<file path="src/rtl/pzbcm_async_fifo_core_if.sv">
`default_nettype none
// +----------------------------------------------------------------------------+
// | Module  : pzbcm_async_fifo_core_if                                         |
// | Brief   : Push/pop handshake and status bundle for pzbcm_async_fifo_core.  |
// | Revision: 1.0                                                              |
// +----------------------------------------------------------------------------+
interface pzbcm_async_fifo_core_if #(
  parameter int WIDTH = 8
);
  logic             i_push;
  logic [WIDTH-1:0] i_data;
  logic             o_full;
  logic             o_almost_full;
  logic             i_pop;
  logic             o_empty;
  logic [WIDTH-1:0] o_data;

  modport master (
    output i_push, i_data, i_pop,
    input  o_full, o_almost_full, o_empty, o_data
  );

  modport slave (
    input  i_push, i_data, i_pop,
    output o_full, o_almost_full, o_empty, o_data
  );
endinterface
`default_nettype wire

</file>
<file path="src/rtl/pzbcm_async_fifo_core.sv">
`default_nettype none
// +----------------------------------------------------------------------------+
// | Module  : pzbcm_async_fifo_core                                            |
// | Brief   : Gray-pointer FIFO with synchronized status; optional internal    |
// |           reset synchronizer enabled by PZBCM_ASYNC_FIFO_RESET_SYNC_EN.    |
// | Revision: 1.0                                                              |
// +----------------------------------------------------------------------------+
module pzbcm_async_fifo_core #(
  parameter int WIDTH                 = 8,
  parameter int DEPTH                 = 8,
  parameter int STAGES                = 2,
  parameter int ALMOST_FULL_THRESHOLD = DEPTH - 2,
  parameter int USE_OUT_DATA_RESET    = 0,
  parameter int RESET_SYNC_STAGES     = 2
)(
  input wire                     i_clk,
  input wire                     i_rst,
  pzbcm_async_fifo_core_if.slave bus
);
  localparam int              c_AW    = $clog2(DEPTH);
  localparam int              c_PW    = c_AW + 1;
  localparam logic [c_PW-1:0] c_ONE   = c_PW'(1);
  localparam logic [c_PW-1:0] c_AF_TH = c_PW'(ALMOST_FULL_THRESHOLD);

  function automatic logic [c_PW-1:0] f_bin2gray(input logic [c_PW-1:0] b);
    return b ^ (b >> 1);
  endfunction

  function automatic logic [c_PW-1:0] f_gray2bin(input logic [c_PW-1:0] g);
    logic [c_PW-1:0] b;
    b[c_PW-1] = g[c_PW-1];
    for (int i = c_PW - 2; i >= 0; i--) begin
      b[i] = b[i+1] ^ g[i];
    end
    return b;
  endfunction

  generate
    if ((DEPTH < 4) || (STAGES < 2) || (RESET_SYNC_STAGES < 2) || (WIDTH < 1)) begin : g_cfg_unsupported
    end
  endgenerate

  logic w_rst;

`ifdef PZBCM_ASYNC_FIFO_RESET_SYNC_EN
  logic [RESET_SYNC_STAGES-1:0] r_rst_sync;

  always_ff @(posedge i_clk or posedge i_rst) begin
    if (i_rst) begin
      r_rst_sync <= '1;
    end else begin
      r_rst_sync <= {r_rst_sync[RESET_SYNC_STAGES-2:0], 1'b0};
    end
  end

  assign w_rst = r_rst_sync[RESET_SYNC_STAGES-1];
`else
  assign w_rst = i_rst;
`endif

  logic [WIDTH-1:0] r_mem [DEPTH];
  logic [c_PW-1:0]  r_wptr;
  logic [c_PW-1:0]  r_rptr;
  logic [c_PW-1:0]  r_wgray;
  logic [c_PW-1:0]  r_rgray;
  logic [c_PW-1:0]  r_wgray_sync [STAGES];
  logic [c_PW-1:0]  r_rgray_sync [STAGES];

  logic [c_PW-1:0]  w_wgray_local;
  logic [c_PW-1:0]  w_rgray_local;
  logic [c_PW-1:0]  w_wgray_rd;
  logic [c_PW-1:0]  w_rgray_wr;
  logic [c_PW-1:0]  w_wcount;
  logic             w_empty;
  logic             w_full;
  logic             w_push_en;
  logic             w_pop_en;
  logic [WIDTH-1:0] w_head;

  // Status compares the live Gray of the local pointer so full/empty assert on
  // the very next cycle; only the far side's view is delayed.
  assign w_wgray_local = f_bin2gray(r_wptr);
  assign w_rgray_local = f_bin2gray(r_rptr);
  assign w_wgray_rd    = r_wgray_sync[STAGES-1];
  assign w_rgray_wr    = r_rgray_sync[STAGES-1];

  assign w_empty   = (w_rgray_local == w_wgray_rd);
  assign w_full    = (w_wgray_local == {~w_rgray_wr[c_PW-1:c_PW-2], w_rgray_wr[c_PW-3:0]});
  assign w_push_en = bus.i_push & ~w_full;
  assign w_pop_en  = bus.i_pop & ~w_empty;
  assign w_wcount  = r_wptr - f_gray2bin(w_rgray_wr);
  assign w_head    = r_mem[r_rptr[c_AW-1:0]];

  always_ff @(posedge i_clk or posedge w_rst) begin
    if (w_rst) begin
      r_wptr  <= '0;
      r_rptr  <= '0;
      r_wgray <= '0;
      r_rgray <= '0;
    end else begin
      if (w_push_en) begin
        r_wptr <= r_wptr + c_ONE;
      end
      if (w_pop_en) begin
        r_rptr <= r_rptr + c_ONE;
      end
      r_wgray <= w_wgray_local;
      r_rgray <= w_rgray_local;
    end
  end

  always_ff @(posedge i_clk or posedge w_rst) begin
    if (w_rst) begin
      for (int i = 0; i < STAGES; i++) begin
        r_wgray_sync[i] <= '0;
        r_rgray_sync[i] <= '0;
      end
    end else begin
      r_wgray_sync[0] <= r_wgray;
      r_rgray_sync[0] <= r_rgray;
      for (int i = 1; i < STAGES; i++) begin
        r_wgray_sync[i] <= r_wgray_sync[i-1];
        r_rgray_sync[i] <= r_rgray_sync[i-1];
      end
    end
  end

  always_ff @(posedge i_clk) begin
    if (w_push_en) begin
      r_mem[r_wptr[c_AW-1:0]] <= bus.i_data;
    end
  end

  assign bus.o_empty       = w_empty;
  assign bus.o_full        = w_full;
  assign bus.o_almost_full = (w_wcount >= c_AF_TH);

  generate
    if (USE_OUT_DATA_RESET != 0) begin : g_out_data_reset
      assign bus.o_data = w_empty ? '0 : w_head;
    end else begin : g_out_data_raw
      assign bus.o_data = w_head;
    end
  endgenerate
endmodule
`default_nettype wire

</file>
<file path="src/flat_wrapper.sv">
// flat-port wrapper written by rule: the top's interface ports become plain ports
module pzbcm_async_fifo_core_flat 
#(
  parameter int WIDTH                 = 8,
  parameter int DEPTH                 = 8,
  parameter int STAGES                = 2,
  parameter int ALMOST_FULL_THRESHOLD = DEPTH - 2,
  parameter int USE_OUT_DATA_RESET    = 0,
  parameter int RESET_SYNC_STAGES     = 2
)
  (i_clk, i_rst, bus_i_push, bus_i_data, bus_i_pop, bus_o_full, bus_o_almost_full, bus_o_empty, bus_o_data);
  pzbcm_async_fifo_core_if #(.WIDTH(WIDTH)) bus_i ();
  input wire i_clk;
  input wire i_rst;
  input wire logic [$bits(bus_i.i_push)-1:0] bus_i_push;
  input wire logic [$bits(bus_i.i_data)-1:0] bus_i_data;
  input wire logic [$bits(bus_i.i_pop)-1:0] bus_i_pop;
  output wire logic [$bits(bus_i.o_full)-1:0] bus_o_full;
  output wire logic [$bits(bus_i.o_almost_full)-1:0] bus_o_almost_full;
  output wire logic [$bits(bus_i.o_empty)-1:0] bus_o_empty;
  output wire logic [$bits(bus_i.o_data)-1:0] bus_o_data;
  assign bus_i.i_push = bus_i_push;
  assign bus_i.i_data = bus_i_data;
  assign bus_i.i_pop = bus_i_pop;
  assign bus_o_full = bus_i.o_full;
  assign bus_o_almost_full = bus_i.o_almost_full;
  assign bus_o_empty = bus_i.o_empty;
  assign bus_o_data = bus_i.o_data;
  pzbcm_async_fifo_core #(.WIDTH(WIDTH), .DEPTH(DEPTH), .STAGES(STAGES), .ALMOST_FULL_THRESHOLD(ALMOST_FULL_THRESHOLD), .USE_OUT_DATA_RESET(USE_OUT_DATA_RESET), .RESET_SYNC_STAGES(RESET_SYNC_STAGES)) u_core (.i_clk(i_clk), .i_rst(i_rst), .bus(bus_i));
endmodule
</file>
<file path="config.mk">
export PLATFORM = sky130hd
export DESIGN_NAME = pzbcm_async_fifo_core_flat
export DESIGN_NICKNAME = d
export VERILOG_FILES = /design/src/rtl/pzbcm_async_fifo_core_if.sv /design/src/rtl/pzbcm_async_fifo_core.sv /design/src/flat_wrapper.sv
export SDC_FILE = /design/constraint.sdc
export NUM_CORES = 1
export LEC_CHECK = 0
export ABC_AREA = 1
export CAP_MARGIN = 15
export CELL_PAD_IN_SITES_DETAIL_PLACEMENT = 0
export CELL_PAD_IN_SITES_GLOBAL_PLACEMENT = 1
export CORE_MARGIN = 8
export CORE_UTILIZATION = 45
export DETAILED_ROUTE_END_ITERATION = 7
export PLACE_DENSITY_LB_ADDON = 0.1
export REMOVE_ABC_BUFFERS = 1
export SLEW_MARGIN = 0
export SYNTH_ARGS = -nofsm -noshare
export SYNTH_HDL_FRONTEND = slang
export SYNTH_SLANG_ARGS = --single-unit
</file>
<file path="constraint.sdc">
create_clock -name i_clk -period 3.15 [get_ports i_clk]
set_clock_uncertainty 0.05 [all_clocks]
set_input_delay 0.63 -clock i_clk [delete_from_list [all_inputs] [get_ports i_clk]]
set_output_delay 0.63 -clock i_clk [all_outputs]
set_load 0.02 [all_outputs]
</file>
# Yosys cells after proc, flatten, opt, wreduce, memory -nomap -nowiden
# Memories as Yosys holds them, arrays and structs flattened.
# Cells that the tools add are included.
[classes]
mux = 2
n_bitwise = 10
eq_ne = 2
addsub = 3
magnitude_cmp = 1
[ops]
columns = ["op", "n"]
rows = [
  ["$add 4x1->4 const B", 2],
  ["$eq 4x4->1", 2],
  ["$xor 4x3->4", 2],
  ["$ge 4x3->1 const B", 1],
  ["$sub 4x4->4", 1],
  ["$xor 1x1->1", 3],
  ["$and 1x1->1", 2],
  ["$mux 1", 2],
  ["$not 1->1", 2],
  ["$not 2->2", 1],
]
[totals]
out_inout_bits = 11
register_bits = 32
mem_bits_rw = 64
memories = 1
in_bits = 12
wordCells = 27
[mem_list]
columns = ["name", "depth", "word_bits", "rd", "rd_clocked_by_memory_dff", "write_ports", "line", "source"]
rows = [
  ["u_core.r_mem", 8, 8, 1, 0, 1, "pzbcm_async_fifo_core.sv:61", "logic [WIDTH-1:0] r_mem [DEPTH];"],
]

# Logic depth before layout (Yosys ltp)
# Gate-level depths: netlist of run 1.
[logic_depth]
ltp_word = 6
mapped_depth = 12
depth_no_buf = 11

# Worst setup path after synthesis of run 1
# Ideal clock, no wire load.
[synth_timing]
kind = "reg-to-output"
from = "register u_core.r_rgray_sync (netlist bit u_core.w_rgray_wr[2])"
to = "output port bus_o_almost_full"
required_time_ns = 2.470
path_stages_with_launch = 11
t_arrival_ns = 2.212
path_slack_ns = 0.258
path_buffers = 0
cell_sequence = "dfrtp_1 -> xnor2_1 -> or2_2 -> nand2_1 -> nand2_1 -> nand2_1 -> inv_1 -> ha_1 -> fa_1 -> xor2_1 -> o21ai_0"
[synth_between]
elab_chain_cells = 5
[synth_lines]
columns = ["element", "line", "source"]
rows = [
  ["start: declaration", "pzbcm_async_fifo_core.sv:67", "logic [c_PW-1:0] r_rgray_sync [STAGES];"],
  ["start signal: indexed assignment", "pzbcm_async_fifo_core.sv:123", "r_rgray_sync[i] <= r_rgray_sync[i-1];"],
  ["$xor 1x1->1 (*)", "pzbcm_async_fifo_core.sv:33", "b[i] = b[i+1] ^ g[i];"],
  ["$xor 1x1->1 (2 in a row)", "pzbcm_async_fifo_core.sv:33", ""],
  ["$sub 4x4->4 (*)", "pzbcm_async_fifo_core.sv:91", "assign w_wcount = r_wptr - f_gray2bin(w_rgray_wr);"],
  ["$ge 4x3->1 (*)", "pzbcm_async_fifo_core.sv:136", "assign bus.o_almost_full = (w_wcount >= c_AF_TH);"],
  ["end: declaration", "flat_wrapper.sv:19", "output wire logic [$bits(bus_i.o_almost_full)-1:0] bus_o_almost_full;"],
]
# Mark *: on every way between the ends. The rest lies on a longest branch, timed or not.

# Final worst setup path of run 1
# Ends and elaborated chain as after synthesis.

==> flow_metrics.py, run 1 <==
metrics = {
    "outcome": {
        "status": "finished clean",
    },
    "drt": {
        "routedWlPerCell_um": 15.3,
        "postRouteAntennaNets": 0,
        "firstDrtPassIters": 4,
        "vias_per_cell": 4.91,
        "drc": 0,
        "drt_iter0_markers": 152,
        "vias": 2478,
        "routed_wl_mm": 7.75,
    },
    "logic_synthesis": {
        "syn_inst": 354,
        "synthMostInstantiatedCell": "nand2_1",
        "synth_top_area_cell": "edfxtp_1",
        "synth_top_area_share": 0.486,
        "yosys-top-cells-area": "edfxtp_1 (49%), dfrtp_1 (20%), nand2_1 (7.4%)",
        "synth-edff-count": 64,
        "avgSynthCellArea_um2": 11.2,
        "synth_commonest_cells": "nand2_1 (78), edfxtp_1 (64), nor2_1 (57)",
        "syn_area_um2": 3950,
        "yosysSeqAreaShare": 0.689,
        "synth.yosys.warnings": 0,
        "synthArstFlopShare": 0.333,
        "ys_types": 23,
        "ys_ff_latch": 96,
        "synth_ff_type": "edfxtp_1",
    },
    "setup_path": {
        "r2r-end": "u_core.r_mem[7][6]",
        "start_kind": "register",
        "endpoint_kind": "output pin",
        "cp_top_family": "adder cells",
        "cp_slowest_stage_delay_ns": 0.42,
        "worstPathRequired_ns": 2.47,
        "critPathMaxFanout": 3,
        "reg2reg_depth": 10,
        "path_cells": "xnor2_2, or2_2, nand2_1, nand2_1, nand2_1, inv_1, ha_2, fa_2, xor2_1, o21ai_1, buf_4",
        "rr_startpoint": "u_core.r_wptr[2]",
        "critPathBufInv": 2,
        "startpoint": "u_core.w_rgray_wr[2]",
        "critical_path_class": "reg -> out",
        "reg2reg_slack_ns": 0.80,
        "cp_slowest_cell": "dfrtp_1",
        "worst_path_most_repeated_cell": "nand2_1",
        "worstPathArrival_ns": 2.37,
    },
    "timing": {
        "rsz0062_at_grt": "true",
        "period_minus_slack_ns": 3.05,
        "hold_viol_final": 0,
        "finalSetupTns_ns": 0,
        "worst_slew_pin_slew_ns": 0.545,
        "setup_ws_ns": 0.0994,
        "fmax_mhz": 328,
        "setup_violations": 0,
        "slew_viol_final": 0,
        "finalCritPeriodShare": 0.968,
        "relSlewSlack": 0.636,
    },
    "floorplan": {
        "coreArea_um2": 8640,
        "die_area_um2": 12000,
        "ios": 23,
        "start_util": 0.458,
        "rows": 34,
        "die_h_um": 110,
        "die_w_um": 110,
    },
    "run": {
        "drv_cap": 0,
    },
    "layout": {
        "area_growth_pct": 16.6,
        "fin_cells": 505,
        "drive_above_1_share": 0.118,
        "antenna-diode-count": 0,
        "final_nets": 415,
    },
    "clocking": {
        "path_clk_slew_ns": 0.10,
        "clockBufferDepth": 2,
        "insertion_delay_ns": 0.36,
        "cts_inserted_buffers": 9,
        "cts_root_buf": "clkbuf_8",
        "ctsHoldBuffers": 0,
        "cts_tree": "done",
        "cts_sinks": 96,
        "htreeDepth": 3,
    },
    "power_and_ir_drop": {
        "power_leakage_nw": 1.91,
        "worst_ir_drop_vdd_mv": 0.507,
        "power_w": 0.00468,
        "power.density_nw_per_um2": 1020,
    },
    "hold_path": {
        "hp-start": "u_core.r_wgray[1]",
        "min_to": "u_core.r_wgray_sync[5]",
        "hp-class": "reg -> reg",
        "min_path_cells": 0,
    },
    "placement": {
        "place_inst": 489,
        "gp_congestion": 0.732,
        "pre_cts_slack_ns": -0.0792,
        "dp_hpwl_mm": 4.84,
        "io_buffer_count": 22,
    },
    "global_route": {
        "grt_overflow": 0,
        "grt_max_degree": 34,
        "grtUsageTotal": 0.140,
        "antenna_found_initial": 0,
        "grt_first_pass_wirelength_mm": 12.5,
        "grt_pass1_vias": 2370,
    },
}
==> power by group <==
| group | switching [W] | internal, W |
|---|---|---|
| logic | 0.00120 | 0.000809 |
| clock network | 0.000451 | 0.000383 |
| registers | 0.000173 | 0.00166 |
==> per-layer routing <==
| metal | GRT usage | wire length [um] | up-vias |
|---|---|---|---|
| li1 | - | - | 1248 |
| met1 | 0.186 | 3650 | 1184 |
| met2 | 0.219 | 3750 | 38 |
| met3 | 0.0270 | 251 | 8 |
| met4 | 0.0608 | 97 | 0 |
| met5 | 0 | 0 | - |
==> layout make-up <==
type	instances	area, um2
fill	756	4030
clock inverter	7	86.3
timing repair buffer	39	350
tap	108	135
inverter	22	82.6
multi-input combinational	224	1100
sequential	96	2730
clock buffer	9	124
==> cells by family after synthesis <==
logic type,after synthesis,share of synthesized area
XOR/XNOR,9,0.0199
flip-flops,96,0.689
adder cells (fa/ha/maj),11,0.0367
AND/OR/NAND/NOR,153,0.154
buffers and inverters,34,0.0361
AO/OA/AOI/OAI,51,0.0646
==> registers in the layout (all words and copies together), names as in the netlist <==
signal	cells
u_core.w_rgray_wr	4
u_core.r_wgray	4
u_core.r_rgray_sync	4
u_core.r_wptr	4
u_core.r_rgray	4
u_core.w_wgray_rd	4
u_core.r_mem	64
u_core.r_wgray_sync	4
u_core.r_rptr	4
==> per-stage QoR <==
stage | hold slack, ns | cell area (um2) | utilization
floorplan | 0.281 | 3890 | -
global placement | 0.282 | 4380 | 0.507
detailed placement | 0.285 | 4380 | 0.507
CTS | 0.303 | 4580 | 0.531
global route | 0.304 | 4610 | 0.534
finish | 0.300 | 4610 | 0.534
==> cell usage in the layout, fill, tap and decap left out, drive strengths merged, types with 9 or more instances in the layout <==
cell           Yosys  final
nand3             13     13
o21ai             50     50
nor2              58     58
buf                7     18
edfxtp            64     64
ha                10     10
clkbuf             5      9
dfrtp             32     32
clkdlybuf4s50      0     19
nand2             81     81
inv               22     25
==> how the worst max path moves through the flow <==
stage                                    to  slack (ns)  cells past startpoint
after floorplan           bus_o_almost_full        0.26                     10
after global placement    bus_o_almost_full       -0.02                     11
after detailed placement  bus_o_almost_full       -0.08                     11
after CTS                 bus_o_almost_full      -0.002                     11
after global routing      bus_o_almost_full       -0.06                     11
final                     bus_o_almost_full         0.1                     11
==> timing repair <==
action / 4_1_cts / 5_1_grt
setup endpoints to repair: 3 / 3
pin swaps: 0 / 0
gates resized for setup: 9 / 7
buffers inserted: 0 / 0
No activity file was read; power rests on OpenSTA's default activity.
==> run 2, diff against run 1 <==
- CORE_MARGIN: 8 -> default
==> run 2 against run 1 <==
Via count is 1.0% lower. Final cell count fell by 0.40%. Hold slack got worse by 0.0012 ns. Fmax up 0.93%. Setup slack gained 0.028 ns. Cell area rose by 0.68%. Non-clock buffer count is 1 higher.
==> flow_metrics.py, run 2 (same netlist as run 1, synthesis figures left out) <==
metrics = {
    "global_route": {
        "use_met1": 0.256,
        "antenna_found_initial": 0,
        "grt_first_pass_wirelength_mm": 11.9,
        "busiest_layer": "met2",
        "grt_max_degree": 33,
        "met3_usage": 0.0434,
        "use_met2": 0.292,
        "grtUsageTotal": 0.186,
        "grt_overflow": 0,
        "grt_pass1_vias": 2332,
    },
    "clocking": {
        "clockBufferDepth": 2,
        "cts_inserted_buffers": 9,
        "htreeDepth": 3,
        "insertion_delay_ns": 0.35,
        "path_clk_slew_ns": 0.09,
        "cts_tree": "done",
        "cts_sinks": 96,
        "cts_root_buf": "clkbuf_8",
    },
    "timing": {
        "setup_ws_ns": 0.127,
        "setup_violations": 0,
        "rsz0062_at_grt": "true",
        "period_minus_slack_ns": 3.02,
        "finalCritPeriodShare": 0.960,
        "whs_ns": 0.299,
        "worst_slew_pin_slew_ns": 0.539,
        "hold_viol_final": 0,
        "relSlewSlack": 0.640,
        "slew_viol_final": 0,
        "fmax_mhz": 331,
    },
    "placement": {
        "place_area_um2": 4380,
        "dp_hpwl_mm": 4.54,
        "io_buffer_count": 22,
        "place_inst": 485,
        "gp_congestion": 0.763,
        "pre_cts_slack_ns": -0.0553,
    },
    "floorplan": {
        "die_h_um": 95.7,
        "die_area_um2": 9160,
        "coreArea_um2": 8340,
        "start_util": 0.474,
        "die_w_um": 95.7,
        "ios": 23,
        "rows": 33,
    },
    "hold_path": {
        "hp-start": "u_core.r_wgray_sync[6]",
        "min_to": "u_core.w_wgray_rd[2]",
        "min_path_cells": 0,
        "hp-class": "reg -> reg",
    },
    "layout": {
        "antenna-diode-count": 0,
        "final_cell_mix": "nand2_1 (77), edfxtp_1 (64), nor2_1 (57), o21ai_0 (47), dfrtp_1 (30)",
        "largest_reg_flops": 64,
        "layout_commonest_cell": "nand2_1",
        "final_nets": 416,
        "fin_area_um2": 4640,
        "area_growth_pct": 17.4,
        "fin_cells": 503,
        "drive_above_1_share": 0.121,
    },
    "power_and_ir_drop": {
        "power.density_nw_per_um2": 1020,
        "worst_ir_drop_vdd_mv": 0.431,
        "power_leakage_nw": 1.92,
        "power_w": 0.00474,
    },
    "setup_path": {
        "rr_startpoint": "u_core.r_wptr[1]",
        "reg2reg_slack_ns": 0.83,
        "worstPathRequired_ns": 2.47,
        "start_kind": "register",
        "reg2reg_depth": 10,
        "critical_path_class": "reg -> out",
        "critPathMaxFanout": 7,
        "endpoint_kind": "output pin",
        "r2r-end": "u_core.r_mem[7][6]",
        "worstPathArrival_ns": 2.34,
    },
    "outcome": {
        "status": "finished clean",
    },
    "drt": {
        "drt_iter0_markers": 98,
        "postRouteAntennaNets": 0,
        "routed_wl_mm": 7.44,
        "vias": 2453,
        "firstDrtPassIters": 4,
        "routedWlPerCell_um": 14.8,
        "vias_per_cell": 4.88,
        "drc": 0,
    },
    "run": {
        "drv_cap": 0,
    },
}
run 2: final cells by class:
class,count,area [um2]
Fill cell,722,3700
Sequential cell,96,2730
Multi-Input combinational cell,224,1110
Timing Repair Buffer,40,372
Tap cell,105,131
Clock buffer,10,128
Clock inverter,6,90.1
Inverter,22,86.3
run 2: worst max-delay path by stage:
| stage | start | to | slack, ns | cells after the start |
|---|---|---|---|---|
| after global placement | u_core.w_rgray_wr[2] | bus_o_almost_full | -0.02 | 11 |
| after global routing | u_core.w_rgray_wr[2] | bus_o_almost_full | -0.01 | 11 |
| final | u_core.r_rptr[2] | bus_o_empty | 0.13 | 8 |
| after detailed placement | u_core.w_rgray_wr[3] | bus_o_almost_full | -0.06 | 11 |
| after CTS | u_core.w_rgray_wr[2] | bus_o_almost_full | -0.02 | 11 |
| after floorplan | u_core.w_rgray_wr[2] | bus_o_almost_full | 0.26 | 10 |
run 2: routing by layer:
metal	vias to the layer above	wire length, um
li1	1249	-
met1	1163	3520
met2	30	3500
met3	11	302
met4	0	111
met5	-	0
run 2: timing repair:
item	in CTS	in global routing
hold endpoints to repair	0	0
gates cloned	0	0
setup endpoints to repair	2	7
hold buffers	0	0
resized for setup	6	11
buffers inserted	0	2
run 2: through the flow:
stage                     setup TNS (ns)  utilization
after global routing             -0.0150        0.556
final                                  0        0.556
after floorplan                        0            -
after CTS                        -0.0171        0.550
after global placement           -0.0160        0.525
after detailed placement         -0.0553        0.525
run 2: power breakdown:
part           internal [W]  switching, W
combinational      0.000843       0.00120
sequential          0.00166      0.000171
clock              0.000451      0.000409
run 2: worst max-delay path, cell delays in order (launching register included):
cell             delay, ns
dfrtp_1               0.49
ha_1                  0.37
inv_1                 0.05
nand2_1               0.05
nand2_1               0.04
nor2_1                0.13
nand3_2               0.17
inv_1                 0.09
clkdlybuf4s50_1       0.60
